## src/rtl/fetch_ctrl_pkg.sv

```systemverilog
// Shared cache definitions: fetch command encodings, fetch engine state type
// and the line/word byte-offset helpers also used by rd_ctrl and wr_ctrl.
package fetch_ctrl_pkg;

    localparam logic [1:0] FETCH_WB   = 2'b00;
    localparam logic [1:0] FETCH_FILL = 2'b01;

    typedef enum logic [2:0] {
        ST_IDLE    = 3'd0,
        ST_WB_RD   = 3'd1,
        ST_WB_WAIT = 3'd2,
        ST_WB_WR   = 3'd3,
        ST_FL_RD   = 3'd4,
        ST_FL_WAIT = 3'd5,
        ST_FL_WR   = 3'd6,
        ST_DONE    = 3'd7
    } fetch_state_t;

    // B: byte-offset bits inside one word
    function automatic int fetch_word_off(input int data_width);
        return $clog2(data_width / 8);
    endfunction

    // OFF: byte-offset bits inside one line
    function automatic int fetch_line_off(input int list_width, input int data_width);
        return $clog2(list_width * data_width / 8);
    endfunction

endpackage

```

## src/rtl/fetch_ctrl.sv

```systemverilog
// Line-fill / write-back engine: moves one cache line word by word between
// the local line memory and the external bus, one request at a time.
//
// state      | meaning
// -----------+------------------------------------------------------
// IDLE       | fetch_gnt high, waiting for fetch_req
// WB_RD      | write-back: local read request for word wc
// WB_WAIT    | write-back: waiting for local read data
// WB_WR      | write-back: external write of captured word
// FL_RD      | fill: external read request for word wc
// FL_WAIT    | fill: waiting for external read data
// FL_WR      | fill: local write of captured word
// DONE       | one-cycle fetch_done pulse
module fetch_ctrl
    import fetch_ctrl_pkg::*;
#(
    parameter int addr_width = 32,
    parameter int list_depth = 4,
    parameter int data_width = 32,
    parameter int list_width = 32
) (
    input  logic                                          clk,
    input  logic                                          rst_n,
    input  logic                                          fetch_req,
    output logic                                          fetch_gnt,
    input  logic [1:0]                                    fetch_cmd,
    input  logic [$clog2(list_depth)-1:0]                 fetch_tag,
    input  logic [addr_width-1:0]                         fetch_addr,
    output logic                                          fetch_done,
    output logic                                          mem_wen,
    output logic [$clog2(list_depth)+$clog2(list_width)-1:0] mem_waddr,
    output logic [data_width-1:0]                         mem_wdata,
    input  logic                                          mem_wready,
    output logic                                          mem_ren,
    output logic [$clog2(list_depth)+$clog2(list_width)-1:0] mem_raddr,
    output logic [1:0]                                    mem_rpri,
    input  logic                                          mem_rready,
    input  logic [data_width-1:0]                         mem_rdata,
    input  logic                                          mem_rdata_valid,
    output logic                                          ext_req,
    output logic                                          ext_we,
    output logic [addr_width-1:0]                         ext_addr,
    output logic [data_width-1:0]                         ext_wdata,
    input  logic                                          ext_gnt,
    input  logic [data_width-1:0]                         ext_rdata,
    input  logic                                          ext_rdata_valid
);

    localparam int TW  = $clog2(list_depth);
    localparam int WCW = $clog2(list_width);
    localparam int OFF = fetch_line_off(list_width, data_width);
    localparam int B   = fetch_word_off(data_width);
    localparam int AHW = addr_width - OFF;
    localparam logic [WCW-1:0] WC_LAST = WCW'(list_width - 1);

    fetch_state_t          r_state;
    fetch_state_t          w_state_nxt;
    logic [WCW-1:0]        r_wc;
    logic [1:0]            r_cmd;
    logic [TW-1:0]         r_tag;
    logic [AHW-1:0]        r_addr;
    logic [data_width-1:0] r_data;

    logic                  w_handshake;
    logic                  w_last;
    logic                  w_advance;
    logic [TW+WCW-1:0]     w_laddr;
    logic [addr_width-1:0] w_ext_addr;
    logic                  w_unused_addr;

    assign w_handshake = fetch_req && (r_state == ST_IDLE);
    assign w_last      = (r_wc == WC_LAST);
    assign w_advance   = !w_last &&
                         (((r_state == ST_WB_WR) && ext_gnt) ||
                          ((r_state == ST_FL_WR) && mem_wready));

    // Line-aligned request: the in-line offset bits of fetch_addr carry no information.
    assign w_unused_addr = ^fetch_addr[OFF-1:0];

    always_comb begin
        w_state_nxt = r_state;
        case (r_state)
            ST_IDLE: begin
                if (w_handshake) begin
                    case (fetch_cmd)
                        FETCH_WB:   w_state_nxt = ST_WB_RD;
                        FETCH_FILL: w_state_nxt = ST_FL_RD;
                        default:    w_state_nxt = ST_DONE;
                    endcase
                end
            end
            ST_WB_RD:   if (mem_rready)      w_state_nxt = ST_WB_WAIT;
            ST_WB_WAIT: if (mem_rdata_valid) w_state_nxt = ST_WB_WR;
            ST_WB_WR:   if (ext_gnt)         w_state_nxt = w_last ? ST_DONE : ST_WB_RD;
            ST_FL_RD:   if (ext_gnt)         w_state_nxt = ST_FL_WAIT;
            ST_FL_WAIT: if (ext_rdata_valid) w_state_nxt = ST_FL_WR;
            ST_FL_WR:   if (mem_wready)      w_state_nxt = w_last ? ST_DONE : ST_FL_RD;
            ST_DONE:                         w_state_nxt = ST_IDLE;
            default:                         w_state_nxt = ST_IDLE;
        endcase
    end

    always_ff @(posedge clk or negedge rst_n) begin
        if (!rst_n) begin
            r_state <= ST_IDLE;
            r_wc    <= '0;
            r_cmd   <= '0;
            r_tag   <= '0;
            r_addr  <= '0;
            r_data  <= '0;
        end else begin
            r_state <= w_state_nxt;
            if (w_handshake) begin
                r_cmd  <= fetch_cmd;
                r_tag  <= fetch_tag;
                r_addr <= fetch_addr[addr_width-1:OFF];
                r_wc   <= '0;
            end else if (w_advance) begin
                r_wc <= r_wc + WCW'(1);
            end
            if ((r_state == ST_WB_WAIT) && mem_rdata_valid) begin
                r_data <= mem_rdata;
            end else if ((r_state == ST_FL_WAIT) && ext_rdata_valid) begin
                r_data <= ext_rdata;
            end
        end
    end

    assign w_laddr    = {r_tag, r_wc};
    assign w_ext_addr = addr_width'({r_addr, r_wc}) << B;

    assign fetch_gnt  = (r_state == ST_IDLE);
    assign fetch_done = (r_state == ST_DONE);
    assign mem_rpri   = 2'b01;

    assign mem_ren    = (r_state == ST_WB_RD);
    assign mem_raddr  = mem_ren ? w_laddr : '0;
    assign mem_wen    = (r_state == ST_FL_WR);
    assign mem_waddr  = mem_wen ? w_laddr : '0;
    assign mem_wdata  = mem_wen ? r_data : '0;

    assign ext_req    = (r_state == ST_WB_WR) || (r_state == ST_FL_RD);
    assign ext_we     = ext_req && (r_cmd == FETCH_WB);
    assign ext_addr   = ext_req ? w_ext_addr : '0;
    assign ext_wdata  = (r_state == ST_WB_WR) ? r_data : '0;

endmodule

```

## config.mk

```make
export PLATFORM = sky130hd
export DESIGN_NAME = fetch_ctrl
export DESIGN_NICKNAME = d
export VERILOG_FILES = /design/src/rtl/fetch_ctrl_pkg.sv /design/src/rtl/fetch_ctrl.sv
export SDC_FILE = /design/constraint.sdc
export NUM_CORES = 1
export LEC_CHECK = 0
export ABC_AREA = 1
export CORE_ASPECT_RATIO = 0.5
export CORE_MARGIN = 2
export CORE_UTILIZATION = 41
export CTS_CLUSTER_DIAMETER = 150
export DETAILED_ROUTE_END_ITERATION = 10
export PLACE_DENSITY = 0.87
export SYNTH_ARGS = -nofsm -noshare
export SYNTH_HDL_FRONTEND = slang
export SYNTH_SLANG_ARGS = --single-unit
```

## constraint.sdc

```tcl
create_clock -name clk -period 1.95 [get_ports clk]
set_input_delay 0.39 -clock clk [delete_from_list [all_inputs] [get_ports clk]]
set_output_delay 0.39 -clock clk [all_outputs]
set_load 0.005 [all_outputs]
```

==> results <==
-- stage by stage --
stage / TNS (ps) / hold WS [ps]
floorplan: 0 / 94.4
global placement: -76.8 / 402
detailed placement: -720 / 397
CTS: -7320 / 36.7
global route: -10490 / 62.4
finish: -5930 / 30.2
-- final cells by class --
| class | count | area [µm²] | share of cell area (%) |
|---|---|---|---|
| Sequential cell | 69 | 1730 | 22.2 |
| Tap cell | 140 | 175 | 2.26 |
| Inverter | 79 | 319 | 4.11 |
| Multi-Input combinational cell | 383 | 2640 | 34.0 |
| Clock buffer | 9 | 225 | 2.90 |
| Timing Repair Buffer | 289 | 2580 | 33.2 |
| Clock inverter | 7 | 103 | 1.32 |
-- final timing paths --
check | startpoint | endpoint | slack (ps) | depth (start not counted)
worst min register to register | r_cmd[0] | r_cmd[0] | 510 | 2
worst min-delay path | rst_n | r_addr[9] | 30 | 1
max in group asynchronous | rst_n | r_data[14] | 1360 | 2
worst max-delay path | r_state[0] | ext_addr[2] | -180 | 9
worst max register to register | r_state[0] | r_data[30] | 180 | 8
min in group clk | r_cmd[0] | r_cmd[0] | 510 | 2
-- repair_timing --
action,in CTS,in global routing
gates resized for setup,419,215
setup buffers,28,21
endpoints found under the hold margin,0,0
endpoints found under the setup margin,114,116
pin swaps,5,14
cloned,10,2
-- cells in the mapped netlist (2+ instances only) --
cell type	count	area, µm²
inv_1	75	282
buf_4	6	45.0
ha_1	2	25.0
nor2_2	2	12.5
a21oi_2	28	245
buf_2	15	75.1
nand2_1	32	120
inv_2	2	7.51
buf_6	9	101
clkbuf_1	4	15.0
o21ai_0	5	25.0
buf_12	3	60.1
o21ai_2	59	517
nand2_2	3	18.8
inv_4	2	12.5
nor2_1	174	653
nand2_8	2	40.0
nand4_1	4	25.0
a21oi_1	4	20.0
clkbuf_4	2	15.0
dfrtp_1	69	1730
xor2_1	2	17.5
nand3_1	49	245
conb_1	2	7.51
nor2_4	3	33.8
nand2_4	2	22.5
-- sequential cells by signal (all words and copies together) (netlist names) --
| name | flops |
|---|---|
| r_addr | 25 |
| r_cmd | 2 |
| r_state | 3 |
| r_wc | 5 |
| r_tag | 2 |
| r_data | 32 |
-- power by group through the flow --
| stage | Sequential [mW] | Clock [mW] | Combinational [mW] |
|---|---|---|---|
| 2_1_floorplan | 2.31 | 0 | 3.03 |
| 3_3_place_gp | 2.36 | 0 | 4.79 |
| 3_5_place_dp | 2.40 | 0 | 4.94 |
| 4_1_cts | 2.38 | 1.83 | 5.75 |
| 5_1_grt | 2.46 | 1.91 | 7.40 |
| 6_report | 2.41 | 1.82 | 6.88 |
-- cell usage in the layout, fill, tap and decap left out, types with 2 or more instances in the layout --
cell type,synthesis,final
buf_12,3,12
conb_1,2,4
buf_8,0,5
buf_2,15,96
inv_4,2,4
ha_1,2,2
nand3_4,1,2
nand2_1,32,30
inv_2,2,2
buf_16,0,8
a21oi_2,28,27
xor2_1,2,2
nand2_4,2,4
buf_6,9,20
o21ai_2,59,59
bufinv_16,0,2
clkbuf_16,0,9
nand2_8,2,2
o21ai_0,5,5
nand3_1,49,48
nor2_4,3,55
nor2_2,2,38
clkdlybuf4s50_1,0,99
nor2_1,174,86
inv_1,75,72
nand4_1,4,4
inv_6,0,4
clkbuf_2,0,12
nand2_2,3,5
dfrtp_1,69,68
a21oi_1,4,4
buf_4,6,35
-- layer usage --
| layer | share of wire [%] | global-route usage [%] | up-vias |
|---|---|---|---|
| met2 | 52 | 47.1 | 197 |
| met3 | 6.9 | 7.29 | 31 |
| met4 | 2.2 | 8.13 | 0 |
| li1 | - | - | 2294 |
| met1 | 39 | 30.2 | 2385 |
| met5 | 0 | 0 | - |
-- logic make-up (layout without fill, tap and decap cells) --
| family | Yosys count | count (layout) | synth area share, % |
|---|---|---|---|
| buffers and inverters | 118 | 384 | 13.8 |
| other | 2 | 4 | 0.169 |
| XOR/XNOR | 2 | 2 | 0.395 |
| flip-flops | 69 | 69 | 38.9 |
| adder cells (fa/ha/maj) | 2 | 2 | 0.564 |
| AO/OA/AOI/OAI | 98 | 98 | 18.5 |
| AND/OR/NAND/NOR | 275 | 277 | 27.7 |
==> out/metrics.yaml <==
synth_flop_cell: "dfrtp_1"
core_mm2: 0.0104
combPwrFrac_pct: 62.0
fin_skew_ps: 6.15
clock-sinks: 69
drt_pass1_iterations: 5
cp.arrival_ps: 1740
hold_violations: 0
hold_buffers: 0
drive_gt1_share_pct: 48.8
synth_edf_count: 0
max_slew_margin_pct: 65.4
postLayoutCoreUtil_pct: 74.8
path_buf_inv: 6
grtUsageTotal_pct: 26.1
io_buffers: 214
critPathTopFamily: "buffers and inverters"
synthDistinctLibCells: 32
ys_warn_count: 0
grt_max_degree: 66
crit_top_cell: "buf_6"
fin_ws_ps: -178
avgSynthCellArea_um2: 7.84
finalSetupViolCount: 74
final.period_utilization_pct: 109
cts_tree: "built"
drc: 0
synth_area_mm2: 0.00444
postLayoutCellArea_mm2: 0.00777
worstPathCellList: "buf_6 > nor2_8 > a21oi_4 > buf_12 > buf_8 > buf_6 > buf_6 > nor2_4 > buf_2"
max-vdd-ir-drop_mv: 0.802
start_util_pct: 42.8
routed_wl_um: 16600
rows: 26
antennaDiodeCount: 0
overflow: 0
crit_required_ps: 1560
synth_seq_area_share_pct: 38.9
dp_slack_ps: -61.8
swShare_pct: 42.8
htreeDepth: 3
io_pins: 226
rsz0062_at_grt: "yes"
vias: 4907
grt_pass1_wl_um: 23700
period_needed_ps: 2130
tightest_slew_ps: 519
maxCapViolations: 0
syn_inst: 566
leakagePower_nw: 3.76
p_int_mw: 6.36
gp_congestion: 0.806
crit_slowest_cell: "dfrtp_1"
ys_ff_latch: 69
nFillCells: 713
grt_antenna_before_repair: 0
p_per_area_mw_per_mm2: 1430
path_clk_slew_ps: 60
worstSetupStartpointType: "register"
syn_to_final_growth_pct: 74.9
die_w_um: 151
cts_buffer_depth: 2
drt-wirelength-per-cell_um: 17.0
crit_path_end_kind: "output port"
violations: "setup timing"
final_cells: 976
pwr-share-clk_pct: 16.4
hpwl_um: 9200
drt_iter0_markers: 413
die_area_mm2: 0.0117
ant_nets: 0
fin_total_pwr_mw: 11.1
placed_area_mm2: 0.00670
grt_pass1_vias: 4687
path_class: "reg -> out"
status: "finished, violations left"
die_y_um: 77.6
vias_per_cell: 5.03
async_flop_share_pct: 100
hp-class: "in -> async"
seq_power_share_pct: 21.7
crit_fanout: 4
drv_slew: 0
fin_nets: 941
fmax_mhz: 470
worst_path_largest_cell_delay_ps: 420
place_inst: 904
cts_inserted_buffers: 9
worst_skew_pair.late_latency_ps: 330
p_sw_mw: 4.75
root_buffer: "clkbuf_16"
No activity file was read; power rests on OpenSTA's default activity.
